$ cat config.mk
export PLATFORM = sky130hd
export DESIGN_NAME = transmitter_fifo
export DESIGN_NICKNAME = d
export VERILOG_FILES = /design/src/rtl/transmitter_fifo.sv
export SDC_FILE = /design/constraint.sdc
export NUM_CORES = 1
export LEC_CHECK = 0
export CAP_MARGIN = 20
export CORE_MARGIN = 1.5
export CORE_UTILIZATION = 55
export CTS_BUF_LIST = sky130_fd_sc_hd__clkbuf_16
export CTS_CLUSTER_SIZE = 24
export DETAILED_ROUTE_END_ITERATION = 16
export MAX_ROUTING_LAYER = met4
export PLACE_DENSITY_LB_ADDON = 0.25
export SETUP_SLACK_MARGIN = 0.4
export SLEW_MARGIN = 20
export SYNTH_ARGS = -nofsm -noshare
export SYNTH_HDL_FRONTEND = slang
export SYNTH_SLANG_ARGS = --single-unit
$ cat constraint.sdc
create_clock -name clk -period 4.1 [get_ports clk]
set_input_delay 0.82 -clock clk [delete_from_list [all_inputs] [get_ports clk]]
set_output_delay 0.82 -clock clk [all_outputs]
set_load 0.03 [all_outputs]
$ cat src/rtl/transmitter_fifo.sv
// UART transmitter with a small word FIFO in front: queued words are sent back to back,
// with the in-flight word held in its own shift register so that new pushes cannot disturb it.
module transmitter_fifo #(
  parameter int WAIT      = 868,
  parameter int DATA_BITS = 8,
  parameter int PARITY    = 0,
  parameter int STOP_BITS = 1,
  parameter int DEPTH     = 4
) (
  input  logic                         clk,
  input  logic                         reset,
  input  logic                         send_req,
  input  logic [DATA_BITS-1:0]         data,
  output logic                         ready,
  output logic [$clog2(DEPTH+1)-1:0]   count,
  output logic                         busy,
  output logic                         uart_tx
);

  localparam int CW = $clog2(DEPTH + 1);
  localparam int PW = $clog2(DEPTH);
  localparam int TW = $clog2(WAIT);
  localparam int IW = $clog2(DATA_BITS + 1);
  localparam logic ODD = (PARITY == 1);

  localparam logic [2:0] IDLE  = 3'd0;
  localparam logic [2:0] START = 3'd1;
  localparam logic [2:0] DATA  = 3'd2;
  localparam logic [2:0] PAR   = 3'd3;
  localparam logic [2:0] STOP  = 3'd4;

  logic [DATA_BITS-1:0] mem [DEPTH];
  logic [PW-1:0]        wr_ptr;
  logic [PW-1:0]        rd_ptr;
  logic [2:0]           state;
  logic [TW-1:0]        timer;
  logic [IW-1:0]        bit_idx;
  logic [DATA_BITS-1:0] shift;
  logic                 par_bit;
  logic [DATA_BITS-1:0] head;
  logic                 push;
  logic                 pop;
  logic                 bit_end;
  logic                 last_stop;

  assign head      = mem[rd_ptr];
  assign push      = send_req & ready;
  assign bit_end   = (timer == TW'(WAIT - 1));
  assign last_stop = (state == STOP) && bit_end && (bit_idx == IW'(STOP_BITS - 1));
  // A pop happens from IDLE or at the very end of a frame, so frames chain with no gap.
  assign pop       = (count != '0) && ((state == IDLE) || last_stop);

  always_ff @(posedge clk) begin
    if (push) begin
      mem[wr_ptr] <= data;
    end
  end

  always_ff @(posedge clk or posedge reset) begin
    if (reset) begin
      wr_ptr <= '0;
      rd_ptr <= '0;
      count  <= '0;
      ready  <= 1'b1;
    end else begin
      if (push) begin
        wr_ptr <= wr_ptr + PW'(1);
      end
      if (pop) begin
        rd_ptr <= rd_ptr + PW'(1);
      end
      case ({push, pop})
        2'b10: begin
          count <= count + CW'(1);
          ready <= ((count + CW'(1)) != CW'(DEPTH));
        end
        2'b01: begin
          count <= count - CW'(1);
          ready <= 1'b1;
        end
        default: begin
          count <= count;
          ready <= ready;
        end
      endcase
    end
  end

  always_ff @(posedge clk or posedge reset) begin
    if (reset) begin
      state   <= IDLE;
      uart_tx <= 1'b1;
      busy    <= 1'b0;
      timer   <= '0;
      bit_idx <= '0;
      shift   <= '0;
      par_bit <= 1'b0;
    end else if (state == IDLE) begin
      if (pop) begin
        shift   <= head;
        par_bit <= (^head) ^ ODD;
        state   <= START;
        uart_tx <= 1'b0;
        busy    <= 1'b1;
        timer   <= '0;
      end
    end else if (!bit_end) begin
      timer <= timer + TW'(1);
    end else begin
      timer <= '0;
      case (state)
        START: begin
          state   <= DATA;
          uart_tx <= shift[0];
          shift   <= shift >> 1;
          bit_idx <= '0;
        end
        DATA: begin
          if (bit_idx != IW'(DATA_BITS - 1)) begin
            bit_idx <= bit_idx + IW'(1);
            uart_tx <= shift[0];
            shift   <= shift >> 1;
          end else if (PARITY != 0) begin
            state   <= PAR;
            uart_tx <= par_bit;
          end else begin
            state   <= STOP;
            uart_tx <= 1'b1;
            bit_idx <= '0;
          end
        end
        PAR: begin
          state   <= STOP;
          uart_tx <= 1'b1;
          bit_idx <= '0;
        end
        STOP: begin
          if (!last_stop) begin
            bit_idx <= bit_idx + IW'(1);
          end else if (pop) begin
            shift   <= head;
            par_bit <= (^head) ^ ODD;
            state   <= START;
            uart_tx <= 1'b0;
          end else begin
            state   <= IDLE;
            uart_tx <= 1'b1;
            busy    <= 1'b0;
          end
        end
        default: begin
          state   <= IDLE;
          uart_tx <= 1'b1;
          busy    <= 1'b0;
        end
      endcase
    end
  end

endmodule
# [Word level (Yosys, flattened, before mapping)]
# Memory sizes are Yosys's and may differ from the RTL's.
# Index checks and enable logic that the tools add are counted.
[word_totals] output_inout_bits=6 ram_bits=32 memories=1 reg_bits=35 input_bits=11
[op_classes] eq_ne=16 add_sub_neg=6 n_reduce_logical=18 bitwise_logic=2 n_mux=36
[mem_list] name="mem" depth=4 word_bits=8 read_ports=1 rd_clocked_by_memory_dff=0 write_ports=1 line="32" text="logic [DATA_BITS-1:0] mem [DEPTH];"
[ops] cell="$mux W8" n=5
[ops] cell="$mux W10" n=3
[ops] cell="$pmux W8 S3" n=1
[ops] cell="$mux W3" n=5
[ops] cell="$mux W1" n=14
[ops] cell="$pmux W3 S4" n=1
[ops] cell="$pmux W4 S3" n=1
[ops] cell="$reduce_and A4 Y1" n=3
[ops] cell="$add A10 B1 Y10 const B" n=1
[ops] cell="$eq A10 B10 Y1 const B" n=1
[ops] cell="$ne A3 B3 Y1 const B" n=3
[ops] cell="$mux W4" n=2
[ops] cell="$eq A3 B2 Y1 const B" n=2
[ops] cell="$ne A3 B2 Y1 const B" n=2
[ops] cell="$pmux W3 S2" n=1
[ops] cell="$reduce_bool A3 Y1" n=2
[ops] cell="$reduce_and A5 Y1" n=1
[ops] cell="$add A2 B1 Y2 const B" n=2
[ops] cell="$add A4 B1 Y4 const B" n=1
[ops] cell="$logic_not A4 Y1" n=1
[ops] cell="$ne A2 B2 Y1 const B" n=2
[ops] cell="$ne A4 B3 Y1 const B" n=1
[ops] cell="$pmux W1 S2" n=2
[ops] cell="$reduce_bool A2 Y1" n=2
[ops] cell="other kinds (17)" n=19

# [Longest topological paths before layout]
# Gate-level depths: netlist of the first run.
[depth] word_depth=10 ltp_mapped=9

# [Worst setup path before layout of the first run]
# No wires, ideal clock.
[synth_timing] path_kind="reg2reg" from="reg bit_idx[0]" to="reg count[2]" t_arrival_ps=2006 synth_period_minus_slack_ps=2144 path_stages_with_launch=10 setup_slack_ps=1956 cell_sequence="dfrtp_1 > inv_1 > ha_1 > nor3b_1 > a41oi_2 > nor2_1 > ha_1 > mux2i_1 > nor2_1 > xor2_1"
[synth_via] elab_chain_len=6 word_cells_on_any_way=8
[synth_rtl] item="from (decl)" line="37" text="logic [IW-1:0] bit_idx;"
[synth_rtl] item="from (signal assigned)" line="120" text="bit_idx <= bit_idx + IW'(1);"
[synth_rtl] item="from (signal assigned)" line="139" text="bit_idx <= bit_idx + IW'(1);"
[synth_rtl] item="$logic_not A4 Y1 *" line="49" text="assign last_stop = (state == STOP) && bit_end && (bit_idx == IW'(STOP_BITS - 1));"
[synth_rtl] item="$logic_and A1 B1 Y1 *" line="49"
[synth_rtl] item="$logic_or A1 B1 Y1 *" line="51" text="assign pop = (count != '0) && ((state == IDLE) || last_stop);"
[synth_rtl] item="$logic_and A1 B1 Y1 *" line="51"
[synth_rtl] item="$eq A2 B1 Y1 / $eq A2 B2 Y1 (equally long branches)" line="72" text="case ({push, pop})"
[synth_rtl] item="$pmux W3 S2 / $reduce_bool A2 Y1 (equally long branches)"
[synth_rtl] item="to (signal assigned)" line="74" text="count <= count + CW'(1);"
[synth_rtl] item="to (signal assigned)" line="78" text="count <= count - CW'(1);"
[synth_rtl] item="to (signal assigned)" line="82" text="count <= count;"
[synth_rtl] item="to (decl)" line="15" text="output logic [$clog2(DEPTH+1)-1:0] count,"
# Mark *: on every way between the ends. The rest lies on a longest branch, timed or not.
# A chain may end at the register's enable or synchronous reset.

# [Worst setup path in the final report of the first run]
# Ends and elaborated chain as after synthesis.

==> results.json, run 1 <==
{
  "cellLeakagePower_nw": 1.406,
  "clockBufferDepth": 2,
  "cts_buffers": 9,
  "ioPinCount": 17,
  "clock-root-buffer": "clkbuf_16",
  "p_sw_frac": 0.3162,
  "powerDensity_nw_per_um2": 634.7,
  "drt_iter0_drc": 113,
  "synth_top_family_by_area": "simple AND/OR/NAND/NOR gates",
  "h-tree-depth": 3,
  "area_delta_synth_final_pct": 15.35,
  "status": "finished clean",
  "whs_path_depth": 2,
  "diodes": 0,
  "cts_resized": 0,
  "cts_tree": "done",
  "ant_nets": 0,
  "fmax_ghz": 0.4054,
  "gr-total-overflow": 0,
  "synth_compound_area_frac": 0.1158,
  "synth_area_um2": 3221,
  "grt_pass1_vias": 2038,
  "wirelength_um": 5392,
  "synthesis.nets": 274,
  "synthSimpleGateAreaFrac": 0.1402,
  "fin_skew_ns": 0.005961,
  "via_count": 2038,
  "clock_power_share": 0.299,
  "hold_buffers": 0,
  "postSynth.asyncResetShare": 0.5224,
  "die_area_um2": 6323,
  "gp_congestion": 0.8332,
  "cts_setup_buffers": 0,
  "ys_seq_area_frac": 0.5711,
  "hold_viol": 0,
  "final_common_cell": "dfrtp_1",
  "synthFlopType": "dfrtp_1",
  "layout-drive-gt1-share": 0.1612,
  "cp.required_ns": 4.31,
  "antenna_found_initial": 0,
  "port_buffers": 16,
  "track_usage": 0.2039,
  "slew_headroom": 0.5492,
  "start_kind": "flop",
  "worstSetupPathType": "flop to flop",
  "p_int_mw": 1.612,
  "first_pass_iters": 4,
  "synth_cells": 251,
  "core_area_um2": 5574,
  "setup-violations-final": 0,
  "ir_drop_v": 0.0004469,
  "max-cap-violations": 0,
  "fin_nets": 291,
  "synth_xor_area_frac": 0.02176,
  "crit_path_max_fanout": 10,
  "synth-seq-cells": 67,
  "syn_avg_cell_area_um2": 12.83,
  "clk_pin_slew_ns": 0.06,
  "slew_viol_final": 0,
  "yosysUniqueCellTypes": 51,
  "hold_class": "flop to flop",
  "grt_max_degree": 27,
  "wl_per_cell_um": 15.63,
  "reg2reg_depth": 9,
  "hpwlAfterDp_um": 3671,
  "rows": 27,
  "initial_utilization": 0.5778,
  "finalCritPeriodShare": 0.6017,
  "grt_pass1_wl_um": 9425,
  "clock_latency_ns": 0.33,
  "power.total_mw": 2.358,
  "switchingPower_mw": 0.7454,
  "synth_edf_count": 32,
  "die_w_um": 79.52,
  "drc": 0,
  "period_minus_slack_ns": 2.467,
  "tns_ns": 0,
  "cts.sinks": 67,
  "via_per_inst": 5.907,
  "end_kind": "flop",
  "p_seq_frac": 0.447,
  "pwr-share-comb": 0.253,
  "die_h_um": 79.52,
  "tightest_slew_ns": 0.6740,
  "rsz0062_at_grt": "no",
  "yosysWarnings": 0,
  "critPathArrivalTime_ns": 2.68,
  "final_cell_mix": "dfrtp_1, edfxtp_1, o21ai_0",
  "synthAdderAreaFrac": 0.04662,
  "muxShareOfSynthArea": 0.07848
}
power by group through the flow:
stage / Sequential, mW / Combinational, mW / Clock, mW
final: 1.05 / 0.597 / 0.706
after global routing: 1.09 / 0.672 / 0.744
after floorplan: 1.03 / 0.478 / 0
after CTS: 1.06 / 0.605 / 0.718
after detailed placement: 1.07 / 0.603 / 0
after global placement: 1.07 / 0.598 / 0
flip-flops by register name (all words and copies together) (netlist names):
signal,count
bit_idx,4
wr_ptr,2
timer,10
rd_ptr,2
state,3
ready,1
mem,32
uart_tx,1
count,3
busy,1
shift,8
per-stage QoR:
stage / instances / worst slack [ns] / instance area, um^2 / utilization / hold slack (ns)
after floorplan: 251 / 1.956 / 3221 / - / 0.4704
after global placement: 329 / 1.737 / 3432 / 0.6157 / 0.4874
after detailed placement: 329 / 1.631 / 3432 / 0.6157 / 0.4822
after CTS: 345 / 1.610 / 3709 / 0.6653 / 0.4987
after global routing: 345 / 1.366 / 3715 / 0.6664 / 0.5183
final: 345 / 1.633 / 3715 / 0.6664 / 0.4970
synth_stat cells (3+ instances only):
cell type  number  area [um^2]
xor2_1          3        26.28
a21oi_1        11        55.05
mux2i_1         5        50.05
nand2b_1        3        18.77
xnor2_1         5        43.79
o21ai_0        19        95.09
nor2_1          6        22.52
nor4_1          4        25.02
nor2b_1         3        18.77
mux4_2          8        180.2
nand2_1        10        37.54
or3_2           4        30.03
nor3_1          4        20.02
clkbuf_1        6        22.52
ha_1           12        150.1
a31oi_1         4        25.02
o32ai_1         3        26.28
dfrtp_1        33        825.8
and3_1          7        43.79
inv_1          10        37.54
buf_2           4        20.02
edfxtp_1       32        960.9
or3_1           4        25.02
nand4_1         3        18.77
nand3_1        11        55.05
o221a_1         4        45.04
worst max-delay path, stage by stage (launching register included):
cell	delay, ns
dfrtp_1	0.42
inv_1	0.07
ha_1	0.15
nor3b_1	0.42
a41oi_2	0.32
nor2_1	0.30
ha_1	0.27
mux2i_1	0.20
nor2_1	0.07
xor2_1	0.14
cells by family after synthesis:
logic type | after synthesis
adder cells (fa/ha/maj) | 12
AND/OR/NAND/NOR | 73
multiplexers | 15
AO/OA/AOI/OAI | 55
XOR/XNOR | 8
flip-flops | 67
buffers and inverters | 21
routing by layer:
layer	GRT usage	routed length, um	vias up
met1	0.2594	2475	995
met5	-	0	-
li1	-	-	998
met4	0.07368	70	0
met3	0.06514	212	10
met2	0.3085	2633	35
area by class of cell:
cell class / count / area (um^2)
Fill cell: 398 / 1859
Sequential cell: 67 / 1839
Multi-Input combinational cell: 163 / 1304
Clock buffer: 9 / 225.2
Timing Repair Buffer: 17 / 167.7
Tap cell: 72 / 90.09
Clock inverter: 7 / 51.30
Inverter: 10 / 37.54
final timing paths:
kind | from | to | slack (ns)
setup / recovery | bit_idx[0] | count[2] | 1.63
hold / removal | ready | ready | 0.50
setup reg to reg | bit_idx[0] | count[2] | 1.63
hold reg to reg | ready | ready | 0.50
max in group asynchronous | reset | uart_tx | 2.58
min in group asynchronous | reset | timer[9] | 0.87
No activity file was read; power rests on OpenSTA's default activity.
==> inputs of run 2 (changes only) <==
==> constraint.sdc (replaced) <==
create_clock -name clk -period 2.6 [get_ports clk]
set_input_delay 0.52 -clock clk [delete_from_list [all_inputs] [get_ports clk]]
set_output_delay 0.52 -clock clk [all_outputs]
set_load 0.03 [all_outputs]
==> run 2 against run 1 <==
  * Sequential share of layout area down 1.3 points
  * Clock skew fell by 0.00069 ns
  * Non-clock buffer count rose by 4
  * Largest power group unchanged
  * Critical path type is now flop to output port
  * Power increased by 68%
  * Routed wire length rose by 14%
  * Global-route usage is 2.3 points higher
  * First-iteration DRC count is 9.7% higher
  * Via count up 3.5%
  * Clock power increased by 80%
  * Critical path depth fell by 8
  * Utilization is 1.9 points higher
  * Largest cell class unchanged
  * Flip-flop and latch count stayed put
==> results.json, run 2 (synthesis results as in run 1) <==
{
  "clock_latency_ns": 0.33,
  "crit_cells": 1,
  "die_area_um2": 6323,
  "layout_setup_ws_ns": 0.5038,
  "cellLeakagePower_nw": 1.455,
  "diodes": 0,
  "h-tree-depth": 3,
  "period_minus_slack_ns": 2.096,
  "setup-violations-final": 0,
  "whs_ns": 0.4270,
  "fmax_ghz": 0.4770,
  "ioPinCount": 17,
  "tns_ns": 0,
  "switchingPower_mw": 1.207,
  "worstSetupPathType": "flop to output port",
  "max-cap-violations": 0,
  "clock_power_share": 0.321,
  "core_area_um2": 5574,
  "hold_buffers": 0,
  "powerDensity_nw_per_um2": 1036,
  "wl_per_cell_um": 17.63,
  "crit_path_max_fanout": 7,
  "hold_viol": 0,
  "cp.required_ns": 2.08,
  "track_usage": 0.2272,
  "ir_drop_v": 0.0006821,
  "layout-drive-gt1-share": 0.1913,
  "cp_slowest_stage_delay_ns": 0.68,
  "rsz0062_at_grt": "yes",
  "reg.largest.list": "mem: 32 flops, timer: 10 flops, shift: 8 flops",
  "p_sw_frac": 0.3050,
  "via_count": 2110,
  "hold_class": "input pin to async pin",
  "area_delta_synth_final_pct": 18.57,
  "slew_headroom": 0.5347,
  "critPathArrivalTime_ns": 1.58,
  "via_per_inst": 6.046,
  "gp_congestion": 0.8514,
  "drt_iter0_drc": 124,
  "initial_utilization": 0.5778,
  "crit_buf_inv": 1,
  "clock-root-buffer": "clkbuf_16",
  "rows": 27,
  "slowest_stage": "clkdlybuf4s50_1",
  "slew_viol_final": 0,
  "first_pass_iters": 4,
  "fin_area_um2": 3819,
  "grt_pass1_wl_um": 10270,
  "reg2reg_depth": 9,
  "tightest_slew_ns": 0.6926,
  "start_kind": "flop",
  "wirelength_um": 6154,
  "fin_cells": 349,
  "end_kind": "output port",
  "path_cells": "clkdlybuf4s50_1",
  "port_buffers": 16,
  "hpwlAfterDp_um": 3934,
  "fin_nets": 295,
  "dpl_worst_slack_ns": 0.3540,
  "grt_max_degree": 30,
  "crit_path_start": "ready",
  "regMostFlops": "mem",
  "finalCritPeriodShare": 0.8062,
  "largest_reg_flops": 32,
  "final_cell_mix": "dfrtp_1, edfxtp_1, o21ai_0",
  "antenna_found_initial": 0,
  "gr-total-overflow": 0,
  "ant_nets": 0,
  "clk_pin_slew_ns": 0.06,
  "cts_tree": "done",
  "die_w_um": 79.52,
  "p_seq_frac": 0.423,
  "power.total_mw": 3.958,
  "die_h_um": 79.52,
  "pwr-share-comb": 0.256,
  "cts_buffers": 9,
  "p_int_mw": 2.750,
  "utilization": 0.6851,
  "grt_pass1_vias": 2109,
  "placed_cell_area_um2": 3447,
  "critPathTopFamily": "buffers and inverters",
  "cts.sinks": 67,
  "drc": 0,
  "fin_skew_ns": 0.005269,
  "clockBufferDepth": 2,
  "timing.rr.start": "count[0]",
  "status": "finished clean",
  "place_inst": 331
}
==> run 2: changes by cell type in the layout (fill, tap and decap cells not counted), sizes merged <==
cell and change:
clkinv -1, bufinv +2, buf +4, inv -1
==> run 2: area by class of cell <==
type / instances / area [um^2]
Tap cell: 72 / 90.09
Clock buffer: 9 / 225.2
Fill cell: 398 / 1755
Inverter: 10 / 37.54
Sequential cell: 67 / 1841
Clock inverter: 7 / 92.59
Timing Repair Buffer: 21 / 197.7
Multi-Input combinational cell: 163 / 1335
==> run 2: final timing paths <==
| check | end | slack [ns] |
|---|---|---|
| hold reg to reg | ready | 0.50 |
| setup reg to reg | count[2] | 0.55 |
| min in group clk | ready | 0.50 |
| max in group asynchronous | ready | 1.46 |
| setup / recovery | ready | 0.50 |
| hold / removal | timer[9] | 0.43 |
==> run 2: layer usage <==
layer  routed length (um)  vias to the layer above  global-route usage
li1                     -                     1009                   -
met1                 2679                     1033              0.2738
met2                 3116                       56              0.3610
met3                  225                       12             0.06629
met4                  131                        0             0.09123
met5                    0                        -                   -
==> run 2: repair_timing <==
item                                    in CTS  in global routing
gates cloned                                 0                  0
pin swaps                                    1                  1
endpoints found under the setup margin       1                  5
buffers inserted                             1                  1
resized for setup                            2                  6
==> run 2: power groups by stage <==
stage               sequential (mW)  combinational [mW]  clock, mW
floorplan                      1.62               0.754          0
global placement               1.67               0.966          0
detailed placement             1.68               0.998          0
CTS                            1.67                1.02       1.29
global route                   1.72                1.13       1.34
finish                         1.67                1.01       1.27
==> inputs of run 3 (changes only) <==
==> constraint.sdc (replaced) <==
create_clock -name clk -period 2.2 [get_ports clk]
set_input_delay 0.44 -clock clk [delete_from_list [all_inputs] [get_ports clk]]
set_output_delay 0.44 -clock clk [all_outputs]
set_load 0.03 [all_outputs]
==> run 3 against run 2 <==
  * Hold slack gained 0.073 ns
  * Largest cell class unchanged
  * Non-clock buffer count grew 27
  * First-iteration DRC count grew 92%
==> results.json, run 3 (synthesis results as in run 1) <==
{
  "slowest_stage": "dfrtp_1",
  "cts.sinks": 67,
  "slew_headroom": 0.6459,
  "first_pass_iters": 4,
  "diodes": 0,
  "whs_path_depth": 2,
  "timing.rr.start": "bit_idx[0]",
  "wl_per_cell_um": 19.41,
  "core_area_um2": 5574,
  "whs_ns": 0.5003,
  "cts_tree": "done",
  "grt_pass1_wl_um": 11380,
  "hpwlAfterDp_um": 4126,
  "fin_nets": 323,
  "layout-drive-gt1-share": 0.3279,
  "cts_buffers": 9,
  "rows": 27,
  "clockBufferDepth": 2,
  "critPathArrivalTime_ns": 2.19,
  "clk_pin_slew_ns": 0.05,
  "grt.met1_usage": 0.3234,
  "final_common_cell": "edfxtp_1",
  "grt_max_degree": 36,
  "crit_path_max_fanout": 5,
  "crit_buf_inv": 1,
  "path_cells": "inv_1 > ha_2 > nor3b_4 > a41oi_4 > nor2_4 > ha_4 > mux2i_1 > nor2_1 > xor2_1",
  "initial_utilization": 0.5778,
  "tns_ns": 0,
  "start_kind": "flop",
  "worstSetupPathType": "flop to flop",
  "slew_viol_final": 0,
  "cp_slowest_stage_delay_ns": 0.39,
  "busiest_layer": "met2",
  "gr-total-overflow": 0,
  "grt_pass1_vias": 2254,
  "area_delta_synth_final_pct": 29.33,
  "ioPinCount": 17,
  "die_h_um": 79.52,
  "fmax_ghz": 0.5054,
  "rsz0062_at_grt": "yes",
  "hold_buffers": 0,
  "status": "finished clean",
  "max-cap-violations": 0,
  "ir_drop_v": 0.0008934,
  "finalCritPeriodShare": 0.8994,
  "period_minus_slack_ns": 1.979,
  "drc": 0,
  "regMostFlops": "mem",
  "h-tree-depth": 3,
  "grtUsageMet2": 0.3856,
  "gp_congestion": 0.8310,
  "r2r_slack_ns": 0.22,
  "reg.largest.list": "mem: 32 flops, timer: 10 flops, shift: 8 flops",
  "holdPathEnd": "ready",
  "largest_reg_flops": 32,
  "hold_class": "flop to flop",
  "via_count": 2328,
  "fin_skew_ns": 0.007008,
  "setup-violations-final": 0,
  "antenna_found_initial": 0,
  "port_buffers": 16,
  "die_w_um": 79.52,
  "use_met3": 0.06286,
  "reg2reg_depth": 9,
  "hold_viol": 0,
  "cellLeakagePower_nw": 1.610,
  "final_cell_mix": "edfxtp_1, dfrtp_1, buf_4",
  "ant_nets": 0,
  "tightest_slew_ns": 0.5283,
  "critPathTopFamily": "simple AND/OR/NAND/NOR gates",
  "powerDensity_nw_per_um2": 1149,
  "holdCritStartpoint": "ready",
  "track_usage": 0.2509,
  "clock_latency_ns": 0.33,
  "r2r_end": "count[2]",
  "wirelength_um": 7316,
  "clock-root-buffer": "clkbuf_16",
  "drt_iter0_drc": 238,
  "die_area_um2": 6323,
  "end_kind": "flop",
  "cp.required_ns": 2.41,
  "via_per_inst": 6.175
}
-- run 3: changes by cell type in the layout (fill, tap and decap cells not counted), sizes merged --
cell	change
dlygate4sd2	+6
buf	+27
clkdlybuf4s50	-6
a41oi	+1
clkinv	+1
bufinv	-1
-- run 3: cell type report --
type	count	area [um^2]
clock buffers	9	225.2
flip-flops and latches	67	1844
inverters	10	37.54
well taps	72	90.09
fillers	334	1409
multi-input cells	164	1488
repair buffers	48	411.6
clock inverters	7	68.82
-- run 3: metrics by stage --
| step | power [mW] | setup slack [ns] | instances | util | instance area (um^2) |
|---|---|---|---|---|---|
| finish | 4.788 | 0.2212 | 377 | 0.7473 | 4165 |
| global route | 5.021 | 0.1211 | 377 | 0.7473 | 4165 |
| CTS | 4.682 | 0.2342 | 366 | 0.7156 | 3989 |
| detailed placement | 3.241 | 0.08985 | 337 | 0.6339 | 3533 |
| global placement | 3.193 | 0.1312 | 337 | 0.6339 | 3533 |
| floorplan | 2.829 | 0.2770 | 251 | - | 3268 |
-- run 3: worst reg2reg max path, delay by kind of cell (launching register included) --
kind	cells	cell delay, ns
and+or+nand+nor	3	0.52
xor gates and xnor gates	1	0.14
AOI/OAI and AO/OA	1	0.20
adders and majority gates	2	0.36
DFF	1	0.39
muxes	1	0.18
buffers and inverters	1	0.08
-- run 3: report_power, final --
part / internal, mW / switching (mW) / total [mW]
logic: 0.700 / 0.723 / 1.42
clock network: 0.873 / 0.527 / 1.40
registers: 1.67 / 0.299 / 1.96
-- run 3: per-layer routing --
| metal | up-vias | wire length [um] |
|---|---|---|
| met5 | - | 0 |
| met4 | 0 | 195 |
| met3 | 18 | 396 |
| met2 | 87 | 3681 |
| met1 | 1155 | 3044 |
| li1 | 1068 | - |
-- run 3: how the worst max path moves through the flow --
stage	endpoint	depth (start not counted)	from
after floorplan	count[2]	7	timer[7]
after global placement	count[2]	9	bit_idx[0]
after detailed placement	count[2]	9	bit_idx[0]
after CTS	count[2]	8	timer[1]
after global routing	count[2]	9	bit_idx[0]
final	count[2]	9	bit_idx[0]
-- run 3: what timing repair did --
| item | CTS | global route |
|---|---|---|
| hold endpoints to repair | 0 | 0 |
| resized for setup | 19 | 26 |
| pin swaps | 8 | 14 |
| gates cloned | 1 | 0 |
| buffers inserted | 12 | 11 |
| endpoints found under the setup margin | 23 | 24 |
==> RTL change 1, RTL diff (config.mk and constraints of run 3) <==
Change the parameter `DEPTH` from 4 to 8.
--- a/src/rtl/transmitter_fifo.sv
+++ b/src/rtl/transmitter_fifo.sv
@@ -6,5 +6,5 @@
   parameter int PARITY    = 0,
   parameter int STOP_BITS = 1,
-  parameter int DEPTH     = 4
+  parameter int DEPTH     = 8
 ) (
   input  logic                         clk,
Interface: changed (resized count); port bits go from 17 to 18. No check against the original RTL was run, so the function may have changed too.
==> RTL change 1 against run 3 <==
Wire length increased by 25%; cell area is 35% higher; global-route usage down 1.3 points; power increased by 48%; via count increased by 22%; non-clock buffer count is 8 higher; clock power increased by 15%; synthesized area increased by 39%; worst setup slack lost 0.18 ns; sequential cell count increased by 35; final cell count up 29%; critical endpoint is now shift[6]; largest cell class unchanged; highest routed layer unchanged.
==> RTL change 1: results (changes against run 3) <==
Timing
  • Clock skew: 0.00744 ns (was 0.00701 ns)
  • Final hold slack: 0.466 ns (was 0.500 ns)
  • Max-slew headroom: 0.678 (was 0.646)

Power
  • VDD IR max: 0.730 mV (was 0.893 mV)
  • LEAKAGE: 2.12 nW (was 1.61 nW)
  • Switch Pwr: 0.00241 W (was 0.00155 W)

Detailed routing
  • WL/cell: 18.7 um (was 19.4 um)
  • Via-to-Cell Ratio: 5.84 (was 6.18)
  • Drt initial violations: 167 (was 238)
  • Drt first pass iters: 4 (unchanged)

Placement
  • DP Wirelength: 5720 um (was 4130 um)
  • DP Area: 0.00508 mm^2 (was 0.00353 mm^2)
  • GPL Wtd Cong: 0.894 (was 0.831)
  • # port buffers: 17 (was 16)
  • DP Cell Count: 461 (was 337)

Synth
  • Dominant synthesized flop cell: edfxtp_1 (was dfrtp_1)
  • Synth top area cells: edfxtp_1, dfrtp_1, mux4_2 (unchanged)
  • Async set or reset register ratio after synthesis: 0.373 (was 0.522)
  • Sequential element share of the synthesized area: 0.641 (was 0.571)
  • Mean Syn Cell Area: 13.9 um^2 (was 12.8 um^2)
  • Number of flops mapped to enable cells by yosys: 64 (was 32)
  • Syn_nets: 344 (was 274)
  • Unique cell type count in the Yosys netlist: 48 (was 51)
  • Commonest cells in the synthesized netlist: edfxtp_1, dfrtp_1, nand2_1 (was dfrtp_1, edfxtp_1, o21ai_0)

Outcome
  • Status: completed (unchanged)

Finish
  • Final nets: 400 (was 323)
  • Share of layout cells above drive strength 1: 0.322 (was 0.328)
  • # fillers: 506 (was 334)
  • Fin area: 0.00563 mm^2 (was 0.00417 mm^2)
  • Top flop regs: mem x64, timer x10, shift x8 (was mem x32, timer x10, shift x8)
  • Non-Filler Instances: 487 (was 377)

Worst setup path
  • Reg2reg end: shift[6] (was count[2])
  • Crit path arrival time: 2.41 ns (was 2.19 ns)
  • R2R cell count: 7 (was 9)
  • Crit Path Max Fanout: 7 (was 5)
  • R2R setup slack: 0.04 ns (was 0.22 ns)
  • Slowest cell delay on critical path: 0.58 ns (was 0.39 ns)
  • Worst R2R Start: timer[7] (was bit_idx[0])
  • Crit-path slowest cell: or4_4 (was dfrtp_1)

Worst hold path
  • Hold Crit Start: uart_tx (was ready)
  • Hold path endpoint: uart_tx (was ready)

Clock network
  • Clock transition at path regs: 0.07 ns (was 0.05 ns)
  • Max Buffers Root-to-Sink: 2 (unchanged)

GRT
  • All-Layer GR Usage: 0.238 (was 0.251)
  • Largest net degree at the start of global routing: 39 (was 36)
  • First-pass GRT wire length: 14800 um (was 11400 um)
  • Vias in the first global route: 2938 (was 2254)
RTL change 1: worst register-to-register path: stages, from the launching register on:
cell	delay (ns)
dfrtp_1	0.38
or4_4	0.58
nor4_4	0.28
o21ai_2	0.10
buf_4	0.16
a211oi_2	0.20
buf_6	0.19
a2bb2oi_2	0.19
RTL change 1: timing repair:
action,in CTS,in global routing
buffers inserted,7,3
setup endpoints to repair,31,27
pin swaps,6,2
gates resized for setup,30,10
RTL change 1: worst max-delay path by stage:
| stage | from | end | slack, ns | cells past startpoint |
|---|---|---|---|---|
| finish | timer[7] | shift[6] | 0.04 | 7 |
| global route | timer[7] | count[2] | -0.003 | 8 |
| CTS | timer[7] | ready | 0.09 | 7 |
| detailed placement | timer[7] | count[2] | 0.03 | 8 |
| global placement | timer[7] | count[2] | 0.10 | 8 |
| floorplan | timer[3] | count[2] | 0.1 | 8 |
RTL change 1: layout make-up:
cell class	count	share of cell area
clock buffer	9	0.0400
inverter	10	0.00667
multi-input combinational	201	0.310
timing repair buffer	56	0.0952
clock inverter	7	0.0145
sequential	102	0.511
tap	102	0.0227
RTL change 1: metal layers:
metal / GRT usage / wire length, um
met1: 0.320 / 4100
met5: - / 0
met3: 0.0577 / 358
met2: 0.373 / 4570
met4: 0.0518 / 86
RTL change 1: cells by family after synthesis:
| family | count (synthesis) | synth area share |
|---|---|---|
| DFF | 102 | 0.641 |
| xor gates and xnor gates | 10 | 0.0195 |
| adders and majority gates | 9 | 0.0251 |
| and+or+nand+nor | 95 | 0.103 |
| AOI/OAI and AO/OA | 60 | 0.0856 |
| buffers and inverters | 21 | 0.0192 |
| muxes | 27 | 0.107 |
RTL change 1: stage by stage:
stage | TNS (ns) | worst slack, ns
floorplan | 0 | 0.0996
global placement | 0 | 0.104
detailed placement | 0 | 0.0340
CTS | 0 | 0.0886
global route | -0.00272 | -0.00272
finish | 0 | 0.0426
RTL change 1: power by group through the flow:
stage / Combinational (W) / Clock [W] / Sequential, W
floorplan: 0.00156 / 0 / 0.00281
detailed placement: 0.00239 / 0 / 0.00280
global route: 0.00290 / 0.00171 / 0.00285
CTS: 0.00259 / 0.00163 / 0.00279
global placement: 0.00231 / 0 / 0.00278
finish: 0.00268 / 0.00161 / 0.00281
==> RTL change 2, RTL diff (settings of run 3) <==
Without the edit above. Put one more register stage on the output `count`, without a reset. The value now appears one clock later. The other outputs are not delayed to match.
--- a/src/rtl/transmitter_fifo.sv
+++ b/src/rtl/transmitter_fifo.sv
@@ -30,4 +30,6 @@
   localparam logic [2:0] STOP  = 3'd4;
 
+  logic [$clog2(DEPTH+1)-1:0] count_s0;
+
   logic [DATA_BITS-1:0] mem [DEPTH];
   logic [PW-1:0]        wr_ptr;
@@ -49,5 +51,5 @@
   assign last_stop = (state == STOP) && bit_end && (bit_idx == IW'(STOP_BITS - 1));
   // A pop happens from IDLE or at the very end of a frame, so frames chain with no gap.
-  assign pop       = (count != '0) && ((state == IDLE) || last_stop);
+  assign pop       = (count_s0 != '0) && ((state == IDLE) || last_stop);
 
   always_ff @(posedge clk) begin
@@ -61,5 +63,5 @@
       wr_ptr <= '0;
       rd_ptr <= '0;
-      count  <= '0;
+      count_s0 <= '0;
       ready  <= 1'b1;
     end else begin
@@ -72,13 +74,13 @@
       case ({push, pop})
         2'b10: begin
-          count <= count + CW'(1);
-          ready <= ((count + CW'(1)) != CW'(DEPTH));
+          count_s0 <= count_s0 + CW'(1);
+          ready <= ((count_s0 + CW'(1)) != CW'(DEPTH));
         end
         2'b01: begin
-          count <= count - CW'(1);
+          count_s0 <= count_s0 - CW'(1);
           ready <= 1'b1;
         end
         default: begin
-          count <= count;
+          count_s0 <= count_s0;
           ready <= ready;
         end
@@ -158,3 +160,7 @@
   end
 
+  always_ff @(posedge clk) begin
+    count <= count_s0;
+  end
+
 endmodule
Formal check against the unedited RTL: not equivalent (Yosys sat finds a counterexample within 4 cycles, from zero or initial values and one cycle with reset high).
==> RTL change 2 against run 3 <==
Worst setup slack worse by 0.26 ns; critical endpoint is now count_s0[2]; clock power is 12% higher; the run now ends with negative setup slack left; synthesized area grew 4.7%; synthesized cell count rose by 3.2%; worst hold slack lost 0.017 ns; non-clock buffer count grew 17; wire length rose by 6.0%; core utilization increased by 0.93 points; power increased by 12%; count of clock-buffer cells in the layout did not move; sequential cell count is 3 higher; cell area rose by 7.5%; die area increased by 4.5%; largest power group unchanged.
==> RTL change 2: results (changes against run 3) <==
Outcome
  • Status: finished with violations (was completed)
  • Failing checks: negative setup slack

GRT
  • Met2 Use GR: 0.402 (was 0.386)
  • Vias in the first global route: 2398 (was 2254)
  • GR Util met1: 0.305 (was 0.323)
  • First-pass GRT wire length: 11600 um (was 11400 um)
  • M3 GR Usage: 0.0348 (was 0.0629)
  • All-Layer GR Usage: 0.246 (was 0.251)

Finish
  • Final nets: 348 (was 323)
  • # fillers: 349 (was 334)
  • Share of layout cells above drive strength 1: 0.339 (was 0.328)
  • Inverter count: 15 (was 10)
  • Seq area share: 0.424 (was 0.443)
  • Non-clock buffers, area share: 0.132 (was 0.0988)
  • Plain + repair buffers: 65 (was 48)
  • Final clock-cell share: 0.0721 (was 0.0706)
  • Multi-input logic area: 0.00151 mm^2 (was 0.00149 mm^2)

Detailed routing
  • Drt initial violations: 120 (was 238)
  • Met2 wire length: 4000 um (was 3680 um)
  • WL/cell: 19.1 um (was 19.4 um)
  • Via-to-Cell Ratio: 5.96 (was 6.18)
  • Drt first pass iters: 5 (was 4)
  • Met3 WL: 258 um (was 396 um)

Synth
  • Unique cell type count in the Yosys netlist: 57 (was 51)
  • Synth top area cells: edfxtp_1, dfrtp_1, mux4_2 (unchanged)
  • Async set or reset register ratio after synthesis: 0.500 (was 0.522)
  • Share of the synthesized area in compound gates (AO/OA/AOI/OAI): 0.136 (was 0.116)
  • Post-synthesis adder-cell area fraction: 0.0445 (was 0.0466)
  • Post-synthesis mux area share: 0.0716 (was 0.0785)
  • Sequential element share of the synthesized area: 0.563 (was 0.571)
  • Post-synthesis sequential element count: 70 (was 67)
  • XOR/XNOR Fraction of Synth Area: 0.0260 (was 0.0218)

Timing
  • Worst slew pin tran: 0.503 ns (was 0.528 ns)
  • Clock skew: 0.00802 ns (was 0.00701 ns)
  • # setup viols final: 1 (was 0)
  • Setup Total Neg Slack: -0.0338 ns (was 0 ns)
  • Slack of the critical path: -0.0338 ns (was 0.221 ns)

Placement
  • DP Wirelength: 4320 um (was 4130 um)
  • Post-place setup slack: 0.0354 ns (was 0.0898 ns)
  • GPL Wtd Cong: 0.824 (was 0.831)

Power
  • VDD IR max: 0.769 mV (was 0.893 mV)
  • LEAKAGE: 1.78 nW (was 1.61 nW)

Clock network
  • PostCTS Resize Cnt: 29 (was 19)
  • Post-CTS Setup Inserts: 25 (was 12)

Worst hold path
  • Worst hold stages: 0 (was 2)
  • Hold path endpoint: count[1] (was ready)
  • Hold Crit Start: count_s0[1] (was ready)

Worst setup path
  • Crit path arrival time: 2.44 ns (was 2.19 ns)
  • Critical Path Sink: count_s0[2] (was count[2])
RTL change 2: changes by cell type in the layout (fill, tap and decap cells not counted), moves of 4 or more:
cell and delta:
buf_6 +15, nand2_1 +5, o32a_1 +5, o32a_2 +5, o221a_1 -4, or3_2 -4
RTL change 2: report_power, final:
group          internal (W)  switching (W)  total, W  leakage, nW
clock network      0.000996       0.000579   0.00157        0.152
logic              0.000898       0.000845   0.00174        0.878
registers           0.00174       0.000285   0.00202        0.746
RTL change 2: through the flow:
stage               std cells  hold slack [ns]  instance area, um^2
floorplan                 259            0.413                 3400
global placement          357            0.454                 3720
detailed placement        357            0.449                 3720
CTS                       398            0.474                 4340
global route              405            0.497                 4480
finish                    405            0.483                 4480
RTL change 2: critical path, cell delays in order (launching register included):
cell and delay [ns]:
dfrtp_1 0.40, inv_2 0.10, ha_4 0.12, or3b_4 0.39, a211o_4 0.36, nor2_4 0.14
ha_4 0.15, mux2i_1 0.23, nor2_1 0.08, xor2_1 0.14
